### src/rtl/txn_initiator.sv
// Self-test initiator: issues NUM_TXN select-op requests, checks each response, reports err_count/pass.
// Latency: start->ISSUE 1 cycle; minimum 3 cycles per transaction (ISSUE, WAIT_RESP, CHECK).
// Backpressure: request outputs held while req_ready=0; TXN_INIT_STOP_ON_ERR_EN ends the run at the first mismatch.
module txn_initiator #(
    parameter int unsigned WIDTH   = 8,
    parameter int unsigned NUM_TXN = 16,
    parameter int unsigned SEED    = 8'h10,
    parameter int unsigned STEP    = 3,
    parameter int unsigned TIMEOUT = 15
) (
    input  logic             clk,
    input  logic             rst,
    input  logic             start,
    output logic             busy,
    output logic             done,
    output logic             pass,
    output logic             req_valid,
    input  logic             req_ready,
    output logic [WIDTH-1:0] req_data,
    output logic [4:0]       req_sel,
    input  logic             resp_valid,
    input  logic [WIDTH-1:0] resp_data,
    output logic [7:0]       err_count,
    output logic             timeout_err
);

    localparam logic [WIDTH-1:0] SEED_W   = WIDTH'(SEED);
    localparam logic [WIDTH-1:0] STEP_W   = WIDTH'(STEP);
    localparam logic [7:0]       IDX_LAST = 8'(NUM_TXN - 1);
    localparam logic [7:0]       WAIT_MAX = 8'(TIMEOUT - 1);

    typedef enum logic [2:0] {
        S_IDLE,
        S_ISSUE,
        S_WAIT_RESP,
        S_CHECK,
        S_DONE
    } state_t;

    state_t           state;
    state_t           state_nx;
    logic [7:0]       idx;
    logic [7:0]       idx_inc;
    logic [7:0]       wcnt;
    logic [WIDTH-1:0] resp_q;
    logic [WIDTH-1:0] expected;
    logic             mismatch;
    logic             start_run;
    logic             xfer;
    logic             timeout_hit;
    logic             next_txn;

    // Expected value is derived from the request still held on req_data/req_sel.
    always_comb begin
        expected = '0;
        case (req_sel)
            5'd0:    expected = req_data + WIDTH'(1);
            5'd1:    expected = ~req_data;
            default: expected = '0;
        endcase
    end

    assign mismatch = (resp_q != expected);
    assign idx_inc  = idx + 8'd1;

    always_comb begin
        state_nx    = state;
        start_run   = 1'b0;
        xfer        = 1'b0;
        timeout_hit = 1'b0;
        next_txn    = 1'b0;
        case (state)
            S_IDLE, S_DONE: begin
                if (start) begin
                    start_run = 1'b1;
                    state_nx  = S_ISSUE;
                end
            end
            S_ISSUE: begin
                if (req_valid && req_ready) begin
                    xfer     = 1'b1;
                    state_nx = S_WAIT_RESP;
                end
            end
            S_WAIT_RESP: begin
                if (resp_valid) begin
                    state_nx = S_CHECK;
                end else if (wcnt == WAIT_MAX) begin
                    timeout_hit = 1'b1;
                    state_nx    = S_DONE;
                end
            end
            S_CHECK: begin
`ifdef TXN_INIT_STOP_ON_ERR_EN
                if (mismatch || idx == IDX_LAST) begin
                    state_nx = S_DONE;
                end else begin
                    next_txn = 1'b1;
                    state_nx = S_ISSUE;
                end
`else
                if (idx == IDX_LAST) begin
                    state_nx = S_DONE;
                end else begin
                    next_txn = 1'b1;
                    state_nx = S_ISSUE;
                end
`endif
            end
            default: state_nx = S_IDLE;
        endcase
    end

    always_ff @(posedge clk or negedge rst) begin
        if (!rst) begin
            state       <= S_IDLE;
            idx         <= '0;
            wcnt        <= '0;
            resp_q      <= '0;
            req_valid   <= 1'b0;
            req_data    <= '0;
            req_sel     <= '0;
            err_count   <= '0;
            timeout_err <= 1'b0;
        end else begin
            state <= state_nx;
            if (start_run) begin
                idx         <= '0;
                err_count   <= '0;
                timeout_err <= 1'b0;
                req_valid   <= 1'b1;
                req_data    <= SEED_W;
                req_sel     <= '0;
            end
            if (xfer) begin
                req_valid <= 1'b0;
                wcnt      <= '0;
            end
            // The transfer cycle itself is ISSUE, so a same-cycle resp_valid never lands here.
            if (state == S_WAIT_RESP) begin
                if (resp_valid) begin
                    resp_q <= resp_data;
                end else begin
                    wcnt <= wcnt + 8'd1;
                end
            end
            if (timeout_hit) begin
                timeout_err <= 1'b1;
            end
            if (state == S_CHECK) begin
                if (mismatch && err_count != 8'hFF) begin
                    err_count <= err_count + 8'd1;
                end
                if (next_txn) begin
                    idx       <= idx_inc;
                    req_valid <= 1'b1;
                    req_data  <= req_data + STEP_W;
                    req_sel   <= {3'b000, idx_inc[1:0]};
                end
            end
        end
    end

    assign busy = (state == S_ISSUE) || (state == S_WAIT_RESP) || (state == S_CHECK);
    assign done = (state == S_DONE);
    assign pass = done && (err_count == 8'd0) && !timeout_err;

endmodule

### config.mk
export PLATFORM = sky130hd
export DESIGN_NAME = txn_initiator
export DESIGN_NICKNAME = d
export VERILOG_FILES = /design/src/rtl/txn_initiator.sv
export SDC_FILE = /design/constraint.sdc
export NUM_CORES = 1
export LEC_CHECK = 0
export ABC_CLOCK_PERIOD_IN_PS = 2450
export BUFFER_PORTS_ARGS = -buffer_cell sky130_fd_sc_hd__clkbuf_2
export CAP_MARGIN = 20
export CORE_ASPECT_RATIO = 1.4
export CORE_MARGIN = 10
export CORE_UTILIZATION = 52
export CTS_CLUSTER_DIAMETER = 60
export DETAILED_ROUTE_END_ITERATION = 8
export GPL_TIMING_DRIVEN = 1
export PLACE_DENSITY = 0.78
export SLEW_MARGIN = 10
export SYNTH_ARGS = -nofsm -noshare
export SYNTH_HDL_FRONTEND = slang
export SYNTH_SLANG_ARGS = --single-unit
export TNS_END_PERCENT = 20
### constraint.sdc
create_clock -name clk -period 2.45 [get_ports clk]
set_input_delay 0.49 -clock clk [delete_from_list [all_inputs] [get_ports clk]]
set_output_delay 0.49 -clock clk [all_outputs]
set_load 0.02 [all_outputs]
# [After elaboration in Yosys (flattened, before gate mapping)]
# Index checks and enable logic that the tools add are counted.
[op_classes] addsub=5 n_eq_ne=12 mux=37 bitwise=1 reduce_logical=14
[op_table] cell="two-way mux 8 bit" n=12
[op_table] cell="adder 8 x 1 -> 8 bit, second input constant" n=4
[op_table] cell="equality test 8 x 4 -> 1 bit, second input constant" n=2
[op_table] cell="case mux 8 bit (2 select lines)" n=1
[op_table] cell="two-way mux 1 bit" n=15
[op_table] cell="two-way mux 3 bit" n=5
[op_table] cell="two-way mux 5 bit" n=3
[op_table] cell="case mux 3 bit (4 select lines)" n=1
[op_table] cell="adder 8 x 2 -> 8 bit, second input constant" n=1
[op_table] cell="logical NOT 8 bit" n=1
[op_table] cell="!= test 8 bit" n=1
[op_table] cell="!= test 8 bit, second input constant" n=1
[op_table] cell="NOT 8 bit" n=1
[op_table] cell="equality test 3 x 2 -> 1 bit, second input constant" n=2
[op_table] cell="equality test 5 x 1 -> 1 bit, second input constant" n=1
[op_table] cell="logical NOT 5 bit" n=1
[op_table] cell="logical AND 1 bit" n=4
[op_table] cell="!= test 2 bit, second input constant" n=2
[op_table] cell="equality test 3 x 1 -> 1 bit, second input constant" n=1
[op_table] cell="equality test 3 bit, second input constant" n=1
[op_table] cell="logical NOT 3 bit" n=1
[op_table] cell="!= test 3 bit, second input constant" n=1
[op_table] cell="AND reduction 3 bit" n=1
[op_table] cell="logical OR 1 bit" n=2
[op_table] cell="4 further kinds" n=4
[totals] reg_bits=50 in_bits=13 out_inout_bits=26 word_cells=78

# [Logic depth before layout (Yosys ltp)]
# Gate-level depths: netlist (run 1).
[depth] word_depth=7 mapped_depth=10 mapped_depth_nobuf=9

# [Least setup slack after synthesis (run 1)]
# OpenSTA, ideal clock, no wires.
[synth_path] kind="flip-flop to flip-flop" from="register req_sel[3]" to="register err_count[1]" setup_ns=0.125 arrival_ns=2.712 required_time_ns=2.325 setup_slack_ns=-0.387 stages_incl_launch_ff=9 n_path_buf=1 synth_period_minus_slack_ns=2.837 cell_sequence="dfrtp_1 > or4_1 > buf_2 > or4_1 > nand3_1 > o311ai_1 > or4_4 > nand2_4 > mux2_4"
[synth_via] elab_chain_cells=6 word_cells_on_any_way=7 cone_classes="2 x eq/ne; 3 x mux; 2 x reduce/logical"
[synth_rtl] element="from (decl)" line_no="20" text="output logic [4:0] req_sel,"
[synth_rtl] element="from (signal assigned)" line_no="158" text="req_sel <= {3'b000, idx_inc[1:0]};"
[synth_rtl] element="equality test 5 x 1 -> 1 bit or logical NOT 5 bit (tied branches)" line_no="56" text="case (req_sel)"
[synth_rtl] element="case mux 8 bit (2 select lines) *" line_no="56"
[synth_rtl] element="!= test 8 bit *" line_no="63" text="assign mismatch = (resp_q != expected);"
[synth_rtl] element="logical AND 1 bit *" line_no="151" text="if (mismatch && err_count != 8'hFF) begin"
[synth_rtl] element="two-way mux 8 bit *" line_no="151"
[synth_rtl] element="two-way mux 8 bit *" line_no="150" text="if (state == S_CHECK) begin"
[synth_rtl] element="to (signal assigned)" line_no="152" text="err_count <= err_count + 8'd1;"
[synth_rtl] element="to (decl)" line_no="23" text="output logic [7:0] err_count,"
# Mark *: on every way between the ends. The rest lies on a longest branch, timed or not.
# A chain may end at the register's enable or synchronous reset.

# [Worst setup path after layout (run 1)]
[layout_path] from="register req_sel[2]" to="register err_count[1]"
# The elaborated chain is that of the path after synthesis.

==> key figures, run 1 <==
Status
  • Result of the run: finished with violations
  • Violations in the final reports: negative setup slack

Timing
  • Worst slew margin relative to its limit: 0.522
  • Worst Tran Pin Value: between 0.7 and 0.8 ns
  • RSZ-0062 raised after global routing: true
  • Min Clock Period, post-route: ~2.6 ns
  • Slew Viols, Final: 0
  • Maximum frequency from static timing analysis: 390 MHz
  • Worst hold slack: 0.160 ns
  • Setup TNS Final: -0.446 ns
  • Slack of the critical path: -0.113 ns
  • Hold Fails Final Rpt: 0
  • Setup violations, final: 7
  • Final worst path period share: 1.05
  • Worst clock skew: 0.00740 ns

Synthesis
  • Number of enable flip-flop cells after synthesis: 0
  • Proportion of netlist area held by the largest area contributor: 0.425
  • Cell types with the largest area share after synthesis: dfrtp_1, nand3_1, o21ai_0
  • Sequential share of the synthesized area: 0.425
  • Most frequent cell after synthesis: dfrtp_1
  • Share of the synthesized area in compound gates (AO/OA/AOI/OAI): 0.131
  • Area share of fa/ha/maj cells after synthesis: 0.0298
  • Avg Cell Area, Syn: 9.77 sq um
  • Mux contribution to synthesized area: 0.0664
  • Mapped Nets: 321
  • Most used DFF post-synth: dfrtp_1
  • Async set or reset register ratio after synthesis: 1.00
  • Simple logic cell fraction of the synthesized area: 0.251
  • Unique cell type count in the Yosys netlist: 56
  • Yosys warnings: 0
  • Most common library cells after synthesis: dfrtp_1, nand3_1, nand2_1, nor2_1, o21ai_0
  • Cell taking the most area after synthesis: dfrtp_1
  • Netlist area before placement: 0.00294 sq mm
  • XOR/XNOR Fraction of Synth Area: 0.0523
  • Combinational family with the most area after synthesis: simple AND/OR/NAND/NOR gates
  • Post-Synthesis Cells: 301
  • #FFs+latches synth: 50

Power
  • Worst IR drop on VDD: 552 uV
  • Internal power component: 0.00210 W
  • Leak Pwr: 1.66 nW
  • Areal power density over the cells: 976 mW/mm^2
  • Switching Power: 0.00140 W
  • Clock network fraction of design power: 0.167
  • Sw Share: 0.401
  • Combinational fraction of design power: 0.477
  • Sequential group share of total power: 0.357
  • Design Power: 0.00350 W

Route
  • First-pass iteration count of the detailed router: 4
  • Residual DRC: 0
  • Average via count per standard cell: 5.90
  • Wire length after detailed routing: 7490 um
  • Final ANT Viol Nets: 0
  • Number of DRC markers in iteration 0: 145
  • Number of vias in the routed layout: 2573
  • Final routed wire length divided by cell count: approximately 17 um

Final layout
  • Relative area change from synthesis to final layout: 21.8%
  • Antenna diodes: 0
  • Utilization after layout: 0.653
  • Fraction of final layout cells sized beyond drive strength 1: 0.315
  • Net count reported at finish: 387

GRT
  • Global-route wire length before repair: ~13000 um
  • Aggregate global-route resource usage: 0.165
  • Initial antenna violation count: 0
  • Vias in the first global route: between 2k and 3k
  • Overflow after GRT: 0
  • Pin count of the biggest net entering global routing: 31

Clock network
  • Clock buffer count from CTS: 5
  • Maximum count of clock buffers along a single path: 2
  • H-Tree Level Count: 2
  • Number of setup buffers added after CTS: 0
  • CTS tree: built
  • CTS Root Buffer Type: clkbuf_8
  • Clock slew seen by the registers of the worst setup and hold paths: approximately 0.10 ns
  • Sink Count: 50
  • Latest clock arrival within the worst-skew pair: 0.30 ns

Setup path
  • Critical path capture point type: flip-flop
  • Max incr delay on CP: roughly 0.56 ns
  • FF-to-FF path depth: 7
  • Required time reported for the critical path endpoint: 2.64 ns
  • Arr. time, crit path: approximately 2.8 ns
  • Category of the worst setup path launch point: flip-flop
  • Crit path cell chain: or4_4 > or4_4 > nand3_2 > o311ai_2 > or4_4 > nand2_4 > mux2_4
  • Category of the critical setup timing path: flip-flop to flip-flop
  • Most common cell on crit path: or4_4
  • Top fanout value on the critical path: 4
  • Critical-path cell with the highest stage delay: or4_4

Placed design
  • GPL Wtd Cong: 0.924
  • Half-perimeter wire length after detailed placement: 5750 um
  • Number of buffer cells added on primary ports: 38

Floorplan
  • # rows: 32
  • Core area: 0.00549 sq mm
  • Initial core utilization: 0.536
  • Area of the die: 0.00911 sq mm
  • Die outline width: about 84 um
  • Top-level I/O count: 39
  • DIE HEIGHT: 109 um

Hold path
  • Hold WC Path Type: input pin to async pin

Flow run
  • Max-cap viol count: 0
==> power by group through the flow <==
stage                     combinational (W)  clock (W)  sequential [W]
after floorplan                     0.00102          0         0.00122
after global placement              0.00154          0         0.00123
after detailed placement            0.00159          0         0.00124
after CTS                           0.00167   0.000590         0.00124
after global routing                0.00182   0.000625         0.00128
final                               0.00167   0.000583         0.00125
==> worst max-delay path, delay by kind of cell, from the launching register on <==
kind             cells  cell delay [ns]
AND/OR/NAND/NOR      5             1.64
flip-flops           1             0.41
multiplexers         1             0.29
AO/OA/AOI/OAI        1             0.12
==> cell families after synthesis <==
family                     after synthesis
DFF                                     50
AOI/OAI and AO/OA                       57
adders and majority gates                7
buffers and inverters                   26
xor gates and xnor gates                14
muxes                                   18
and+or+nand+nor                        129
==> layout by cell type (no fill, tap or decap), types with 6 or more instances in the layout <==
master	Yosys	layout
nand2_1	21	21
nand3_1	26	25
o211ai_1	9	9
nand2b_1	9	9
mux2i_1	9	9
ha_1	7	6
and3_1	8	8
buf_4	0	34
o21ai_0	19	19
inv_1	12	12
mux2_2	8	8
clkbuf_2	1	38
xor2_1	7	6
dfrtp_1	50	46
nor2_1	19	18
==> per-stage QoR <==
step           instance area, sq um  std cells  setup slack (ns)
5_1_grt                        3580        436            -0.216
6_report                       3580        436            -0.113
3_5_place_dp                   3420        428            -0.158
2_1_floorplan                  2960        301            -0.241
3_3_place_gp                   3420        428            -0.122
4_1_cts                        3570        436            -0.111
==> routing by layer <==
layer	global-route usage	part of all wire	vias up
met4	0.0540	0.018	0
met2	0.311	0.54	62
met1	0.181	0.40	1263
met5	0	0	-
li1	-	-	1236
met3	0.0336	0.041	12
==> worst paths after layout <==
kind	start	end	slack, ns
min reg2reg	idx[7]$_DFF_PN0_	idx[7]$_DFF_PN0_	0.51
max reg2reg	req_sel[2]$_DFF_PN0_	err_count[1]$_DFF_PN0_	-0.11
max	req_sel[2]$_DFF_PN0_	err_count[1]$_DFF_PN0_	-0.11
min	rst	resp_q[0]$_DFFE_PN0P_	0.16
min in group clk	start	state[2]$_DFFE_PN0P_	0.40
max in group asynchronous	rst	req_sel[2]$_DFF_PN0_	1.72
==> layout make-up <==
type,count,area [sq um]
Clock buffer,5,68.8
Clock inverter,3,40.0
Fill cell,444,1900
Inverter,12,45.0
Multi-Input combinational cell,225,1620
Sequential cell,50,1260
Tap cell,68,85.1
Timing Repair Buffer,73,465
==> registers in the layout (all words and copies together), names as in the netlist <==
signal,count
req_valid,1
req_sel,5
resp_q,8
idx,8
err_count,8
req_data,8
timeout_err,1
wcnt,8
state,3
==> timing repair <==
item | CTS | global route
setup endpoints to repair | 8 | 8
hold buffers | 0 | 0
hold endpoints to repair | 0 | 0
gates resized for setup | 8 | 3
pin swaps | 0 | 0
No activity file was read; power rests on OpenSTA's default activity.
==> run 2: changes to the inputs <==
--- a/config.mk
+++ b/config.mk
@@ -5,16 +5,16 @@
 export SDC_FILE = /design/constraint.sdc
 export NUM_CORES = 1
 export LEC_CHECK = 0
-export ABC_CLOCK_PERIOD_IN_PS = 2450
+export ABC_CLOCK_PERIOD_IN_PS = 2400
 export BUFFER_PORTS_ARGS = -buffer_cell sky130_fd_sc_hd__clkbuf_2
 export CAP_MARGIN = 20
 export CORE_ASPECT_RATIO = 1.4
 export CORE_MARGIN = 10
-export CORE_UTILIZATION = 52
+export CORE_UTILIZATION = 58
 export CTS_CLUSTER_DIAMETER = 60
 export DETAILED_ROUTE_END_ITERATION = 8
 export GPL_TIMING_DRIVEN = 1
-export PLACE_DENSITY = 0.78
+export PLACE_DENSITY = 0.82
 export SLEW_MARGIN = 10
 export SYNTH_ARGS = -nofsm -noshare
 export SYNTH_HDL_FRONTEND = slang
==> constraint.sdc (replaced) <==
create_clock -name clk -period 2.4 [get_ports clk]
set_input_delay 0.48 -clock clk [delete_from_list [all_inputs] [get_ports clk]]
set_output_delay 0.48 -clock clk [all_outputs]
set_load 0.02 [all_outputs]
==> run 2 against run 1 <==
Effect of this change:
- largest power group unchanged
- hold slack gained 0.037 ns
- combinational power grew 4%
- via count grew 1.8%
- non-clock buffer count grew 2
- sequential power is essentially flat
- clock skew is essentially flat
- cell count shrank 0.46%
- flip-flop and latch count is the same
- first-iteration DRC count grew 30%
- the flow still finishes with violations (negative setup slack)
- clock-buffer cell count grew 1
==> key figures, run 2 (synthesis gave the netlist of run 1 again) <==
Status
  • Result of the run: finished with violations (unchanged)
  • Violations in the final reports: negative setup slack (unchanged)

Setup path
  • Arr. time, crit path: 2.77 ns (was 2.76 ns)
  • Most common cell on crit path: or4_4 (unchanged)
  • Category of the worst setup path launch point: flip-flop (unchanged)
  • Critical-path cell with the highest stage delay: or4_4 (unchanged)
  • Top fanout value on the critical path: 3 (was 4)
  • Category of the critical setup timing path: flip-flop to flip-flop (unchanged)
  • Cell family contributing the most delay on the critical path: simple AND/OR/NAND/NOR gates (unchanged)
  • Crit path cell chain: or4_4 > or4_4 > nand3_2 > o311ai_2 > or4_4 > nand2_4 > mux2_4 (unchanged)
  • Critical path capture point type: flip-flop (unchanged)
  • Max incr delay on CP: 0.57 ns (was 0.56 ns)
  • Worst setup slack for register-to-register paths: -0.18 ns (was -0.11 ns)
  • Required time reported for the critical path endpoint: 2.59 ns (was 2.64 ns)
  • Buffers & Inverters on Critical Path: 0 (unchanged)

Floorplan
  • DIE HEIGHT: 104 um (was 109 um)
  • Top-level I/O count: 39 (unchanged)
  • Initial core utilization: 0.603 (was 0.536)
  • # rows: 30 (was 32)
  • Area of the die: 0.00836 sq mm (was 0.00911 sq mm)
  • Die outline width: 80.2 um (was 83.6 um)
  • Core area: 0.00488 sq mm (was 0.00549 sq mm)

Final layout
  • Relative area change from synthesis to final layout: 21.2% (was 21.8%)
  • Most common cell after layout, fill and taps aside: dfrtp_1 (unchanged)
  • Highest-count cells in the layout ignoring fill and taps: dfrtp_1, clkbuf_2, buf_4, nand3_1, nand2_1 (unchanged)
  • Utilization after layout: 0.731 (was 0.653)
  • Fraction of final layout cells sized beyond drive strength 1: 0.303 (was 0.315)
  • Filler-free cell count of the finished design: 434 (was 436)
  • Antenna diodes: 0 (unchanged)
  • Net count reported at finish: 389 (was 387)
  • Post-layout instance area: 0.00357 sq mm (was 0.00358 sq mm)

Timing
  • RSZ-0062 raised after global routing: true (unchanged)
  • Maximum frequency from static timing analysis: 387 MHz (was 390 MHz)
  • Setup violations, final: 8 (was 7)
  • Hold Fails Final Rpt: 0 (unchanged)
  • Slack of the critical path: -0.183 ns (was -0.113 ns)
  • Worst clock skew: 0.00787 ns (was 0.00740 ns)
  • Worst slew margin relative to its limit: 0.524 (was 0.522)
  • Slew Viols, Final: 0 (unchanged)
  • Worst Tran Pin Value: 0.713 ns (was 0.716 ns)
  • Min Clock Period, post-route: 2.58 ns (was 2.56 ns)
  • Final worst path period share: 1.08 (was 1.05)

Route
  • Residual DRC: 0 (unchanged)
  • First-pass iteration count of the detailed router: 4 (unchanged)
  • Number of vias in the routed layout: 2620 (was 2573)
  • Final routed wire length divided by cell count: 16.8 um (was 17.2 um)
  • Average via count per standard cell: 6.04 (was 5.90)
  • Number of DRC markers in iteration 0: 189 (was 145)
  • Final ANT Viol Nets: 0 (unchanged)
  • Wire length after detailed routing: 7270 um (was 7490 um)

Placed design
  • Standard cell area after detailed placement: 0.00345 sq mm (was 0.00342 sq mm)
  • Half-perimeter wire length after detailed placement: 5550 um (was 5750 um)
  • Pre-CTS setup slack: -0.200 ns (was -0.158 ns)
  • Number of buffer cells added on primary ports: 38 (unchanged)
  • DP Cell Count: 426 (was 428)
  • GPL Wtd Cong: 0.869 (was 0.924)

Power
  • Switching Power: 0.00138 W (was 0.00140 W)
  • Areal power density over the cells: 969 mW/mm^2 (was 976 mW/mm^2)
  • Internal power component: 0.00207 W (was 0.00210 W)
  • Combinational fraction of design power: 0.502 (was 0.477)
  • Sequential group share of total power: 0.362 (was 0.357)
  • Worst IR drop on VDD: 719 uV (was 552 uV)
  • Clock network fraction of design power: 0.136 (was 0.167)
  • Leak Pwr: 1.67 nW (was 1.66 nW)
  • Sw Share: 0.401 (about the same)

Hold path
  • Hold WC Path Type: input pin to async pin (unchanged)

Clock network
  • Clock slew seen by the registers of the worst setup and hold paths: 0.09 ns (was 0.10 ns)
  • Latest clock arrival within the worst-skew pair: 0.30 ns (about the same)
  • CTS Root Buffer Type: clkbuf_8 (unchanged)
  • H-Tree Level Count: 2 (unchanged)
  • Sink Count: 50 (unchanged)
  • CTS tree: built (unchanged)
  • Quantity of hold-fixing buffers added after cts: 0 (unchanged)
  • Maximum count of clock buffers along a single path: 2 (unchanged)
  • Clock buffer count from CTS: 5 (unchanged)

GRT
  • Global-route wire length before repair: 12400 um (was 12700 um)
  • Vias in the first global route: 2634 (was 2619)
  • Initial antenna violation count: 0 (unchanged)
  • Overflow after GRT: 0 (unchanged)
  • Pin count of the biggest net entering global routing: 29 (was 31)
  • Aggregate global-route resource usage: 0.179 (was 0.165)

Flow run
  • Max-cap viol count: 0 (unchanged)
[run 2: timing repair]
action | CTS | global route
pin swaps | 2 | 0
buffers inserted | 0 | 0
setup endpoints to repair | 8 | 8
resized for setup | 3 | 5
[run 2: layout make-up]
class	instances	area [sq um]
inverter	12	45.0
fill	365	1310
timing repair buffer	75	500
clock buffer	6	72.6
clock inverter	2	10.0
multi-input combinational	225	1600
tap	64	80.1
sequential	50	1250
[run 2: stage by stage]
step | total power [W] | setup TNS [ns] | hold slack [ns]
2_1_floorplan | 0.00229 | -0.984 | 0.184
5_1_grt | 0.00370 | -2.25 | 0.225
3_3_place_gp | 0.00286 | -0.785 | 0.474
3_5_place_dp | 0.00291 | -1.21 | 0.504
6_report | 0.00346 | -1.12 | 0.197
4_1_cts | 0.00341 | -1.12 | 0.218
[run 2: per-layer routing]
metal / up-vias / part of all wire / track usage
met1: 1285 / 0.40 / 0.209
met4: 0 / 0.020 / 0.0606
li1: 1246 / - / -
met5: - / 0 / 0
met3: 15 / 0.048 / 0.0407
met2: 74 / 0.53 / 0.306
[run 2: worst paths after layout]
kind,from,endpoint,cells past startpoint
setup / recovery,req_sel[2]$_DFF_PN0_,err_count[1]$_DFF_PN0_,7
hold / removal,rst,timeout_err$_DFFE_PN0P_,1
setup reg to reg,req_sel[2]$_DFF_PN0_,err_count[1]$_DFF_PN0_,7
hold reg to reg,idx[7]$_DFF_PN0_,idx[7]$_DFF_PN0_,1
max in group asynchronous,rst,resp_q[6]$_DFFE_PN0P_,2
min in group clk,start,state[2]$_DFFE_PN0P_,2
[run 2: power by group through the flow]
stage               Sequential [W]  Combinational (W)  Clock, W
finish                     0.00125            0.00174  0.000470
global route               0.00128            0.00190  0.000517
CTS                        0.00124            0.00169  0.000484
detailed placement         0.00126            0.00165         0
global placement           0.00125            0.00161         0
floorplan                  0.00125            0.00104         0
[run 2: worst register-to-register path, delay by kind of cell, from the launching register on]
family	cells	cell delay, ns
AND/OR/NAND/NOR	5	1.64
multiplexers	1	0.29
AO/OA/AOI/OAI	1	0.12
flip-flops	1	0.42
==> run 3: changes to the inputs <==
--- a/config.mk
+++ b/config.mk
@@ -8,12 +8,13 @@
 export ABC_CLOCK_PERIOD_IN_PS = 2400
 export BUFFER_PORTS_ARGS = -buffer_cell sky130_fd_sc_hd__clkbuf_2
 export CAP_MARGIN = 20
-export CORE_ASPECT_RATIO = 1.4
+export CORE_ASPECT_RATIO = 1.5
 export CORE_MARGIN = 10
 export CORE_UTILIZATION = 58
 export CTS_CLUSTER_DIAMETER = 60
 export DETAILED_ROUTE_END_ITERATION = 8
 export GPL_TIMING_DRIVEN = 1
+export HOLD_SLACK_MARGIN = 0.02
 export PLACE_DENSITY = 0.82
 export SLEW_MARGIN = 10
 export SYNTH_ARGS = -nofsm -noshare
==> run 3 against run 2 <==
Effect of this change:
- the run still ends with negative setup slack left
- die area is 0.21% higher
- non-clock buffer count is 3 lower
- worst setup slack worse by 0.025 ns
- hold slack better by 0.20 ns
- clock-buffer cell count is 1 higher
- sequential share of layout area is 0.52 points lower
- final area is 1.5% higher
- maximum frequency is 0.97% lower
- global-route usage is 0.27 points lower
- critical path depth is 1 higher
- wire length is 0.23% lower
- largest cell class unchanged
==> key figures, run 3 (synthesis gave the netlist of run 1 again) <==
Timing
  • Hold Fails Final Rpt: 0 (unchanged)
  • Worst clock skew: 0.00605 ns (was 0.00787 ns)
  • RSZ-0062 raised after global routing: true (unchanged)
  • Setup violations, final: 8 (unchanged)
  • Worst hold slack: 0.394 ns (was 0.197 ns)
  • Worst Tran Pin Value: 0.730 ns (was 0.713 ns)
  • Worst slew margin relative to its limit: 0.512 (was 0.524)
  • Slack of the critical path: -0.209 ns (was -0.183 ns)
  • Final worst path period share: 1.09 (was 1.08)
  • Min Clock Period, post-route: 2.61 ns (was 2.58 ns)
  • Setup TNS Final: -0.948 ns (was -1.12 ns)
  • Slew Viols, Final: 0 (unchanged)
  • Maximum frequency from static timing analysis: 383 MHz (was 387 MHz)

Floorplan
  • Die outline width: 78.1 um (was 80.2 um)
  • Initial core utilization: 0.602 (was 0.603)
  • Area of the die: 0.00838 sq mm (was 0.00836 sq mm)
  • # rows: 31 (was 30)
  • Core area: 0.00489 sq mm (was 0.00488 sq mm)
  • DIE HEIGHT: 107 um (was 104 um)
  • Top-level I/O count: 39 (unchanged)

Route
  • Average via count per standard cell: 5.84 (was 6.04)
  • Final routed wire length divided by cell count: 16.8 um (about the same)
  • Number of vias in the routed layout: 2527 (was 2620)
  • Residual DRC: 0 (unchanged)
  • Wire length after detailed routing: 7250 um (was 7270 um)
  • First-pass iteration count of the detailed router: 4 (unchanged)
  • Final ANT Viol Nets: 0 (unchanged)
  • Number of DRC markers in iteration 0: 131 (was 189)

Status
  • Violations in the final reports: negative setup slack (unchanged)
  • Result of the run: finished with violations (unchanged)

Clock network
  • H-Tree Level Count: 2 (unchanged)
  • Latest clock arrival within the worst-skew pair: 0.31 ns (was 0.30 ns)
  • Clock buffer count from CTS: 5 (unchanged)
  • Maximum count of clock buffers along a single path: 2 (unchanged)
  • CTS Root Buffer Type: clkbuf_8 (unchanged)
  • CTS tree: built (unchanged)
  • Clock slew seen by the registers of the worst setup and hold paths: 0.09 ns (about the same)
  • Sink Count: 50 (unchanged)

Placed design
  • Number of buffer cells added on primary ports: 38 (unchanged)
  • DP Cell Count: 424 (was 426)
  • Pre-CTS setup slack: -0.229 ns (was -0.200 ns)
  • GPL Wtd Cong: 0.910 (was 0.869)
  • Half-perimeter wire length after detailed placement: 5290 um (was 5550 um)

Power
  • Leak Pwr: 1.66 nW (was 1.67 nW)
  • Combinational fraction of design power: 0.482 (was 0.502)
  • Sequential group share of total power: 0.355 (was 0.362)
  • Internal power component: 0.00218 W (was 0.00207 W)
  • Clock network fraction of design power: 0.164 (was 0.136)
  • Worst IR drop on VDD: 648 uV (was 719 uV)
  • Switching Power: 0.00141 W (was 0.00138 W)
  • Areal power density over the cells: 992 mW/mm^2 (was 969 mW/mm^2)
  • Sw Share: 0.394 (was 0.401)

Final layout
  • Highest-count cells in the layout ignoring fill and taps: dfrtp_1, clkbuf_2, buf_4, nand3_1, nand2_1 (unchanged)
  • Most common cell after layout, fill and taps aside: dfrtp_1 (unchanged)
  • Filler-free cell count of the finished design: 433 (was 434)
  • Net count reported at finish: 386 (was 389)
  • Antenna diodes: 0 (unchanged)
  • Relative area change from synthesis to final layout: 23.1% (was 21.2%)
  • Utilization after layout: 0.741 (was 0.731)
  • Fraction of final layout cells sized beyond drive strength 1: 0.319 (was 0.303)

GRT
  • Vias in the first global route: 2491 (was 2634)
  • Aggregate global-route resource usage: 0.176 (was 0.179)
  • Global-route wire length before repair: 12200 um (was 12400 um)
  • Overflow after GRT: 0 (unchanged)
  • Initial antenna violation count: 0 (unchanged)
  • Pin count of the biggest net entering global routing: 44 (was 29)

Setup path
  • Category of the worst setup path launch point: flip-flop (unchanged)
  • Top fanout value on the critical path: 5 (was 3)
  • Arr. time, crit path: 2.83 ns (was 2.77 ns)
  • Required time reported for the critical path endpoint: 2.63 ns (was 2.59 ns)
  • Category of the critical setup timing path: flip-flop to flip-flop (unchanged)
  • Critical path capture point type: flip-flop (unchanged)

Flow run
  • Max-cap viol count: 0 (unchanged)

Hold path
  • Hold WC Path Type: input pin to flip-flop (was input pin to async pin)
## run 3: power by group through the flow
| stage | combinational [W] | sequential [W] | clock, W |
|---|---|---|---|
| 2_1_floorplan | 0.00104 | 0.00125 | 0 |
| 3_3_place_gp | 0.00158 | 0.00126 | 0 |
| 3_5_place_dp | 0.00161 | 0.00127 | 0 |
| 4_1_cts | 0.00164 | 0.00126 | 0.000598 |
| 5_1_grt | 0.00190 | 0.00130 | 0.000632 |
| 6_report | 0.00173 | 0.00127 | 0.000587 |
## run 3: final cells by class
type,instances,area [sq um]
Clock inverter,1,30.0
Fill cell,372,1270
Clock buffer,7,76.3
Multi-Input combinational cell,225,1650
Tap cell,66,82.6
Sequential cell,50,1250
Timing Repair Buffer,72,484
Inverter,12,45.0
## run 3: through the flow
stage / power [W] / area, sq um
finish: 0.00359 / 3620
global route: 0.00384 / 3620
CTS: 0.00349 / 3540
detailed placement: 0.00288 / 3420
global placement: 0.00284 / 3420
floorplan: 0.00229 / 2960
## run 3: path summary, 6_finish.rpt
| kind | slack [ns] | depth (start not counted) | end | startpoint |
|---|---|---|---|---|
| setup / recovery | -0.21 | 8 | err_count[0]$_DFF_PN0_ | req_sel[3]$_DFF_PN0_ |
| hold / removal | 0.39 | 2 | state[2]$_DFFE_PN0P_ | start |
| setup reg to reg | -0.21 | 8 | err_count[0]$_DFF_PN0_ | req_sel[3]$_DFF_PN0_ |
| hold reg to reg | 0.50 | 1 | idx[7]$_DFF_PN0_ | idx[7]$_DFF_PN0_ |
| max in group asynchronous | 1.33 | 3 | req_sel[3]$_DFF_PN0_ | rst |
| min in group asynchronous | 0.56 | 2 | resp_q[3]$_DFFE_PN0P_ | rst |
## run 3: layer usage
metal / global-route usage / vias to the layer above / wire length (um) / share of wire
met5: 0 / - / 0 / 0
met4: 0.0617 / 0 / 128 / 0.018
li1: - / 1242 / - / -
met3: 0.0410 / 11 / 320 / 0.044
met2: 0.307 / 49 / 3890 / 0.54
met1: 0.205 / 1225 / 2920 / 0.40
## run 3: what timing repair did
action,in CTS,in global routing
buffers inserted,0,0
hold buffers,1,0
hold endpoints to repair,3,0
gates resized for setup,3,18
endpoints found under the setup margin,8,8
pin swaps,1,6
## run 3: worst max-delay path: stages, from the launching register on
cell      delay [ns]
dfrtp_2         0.41
or4_4           0.57
or4_1           0.41
nand3_1         0.11
o311ai_2        0.13
or4_4           0.46
nand2_4         0.09
buf_6           0.12
mux2i_2         0.22
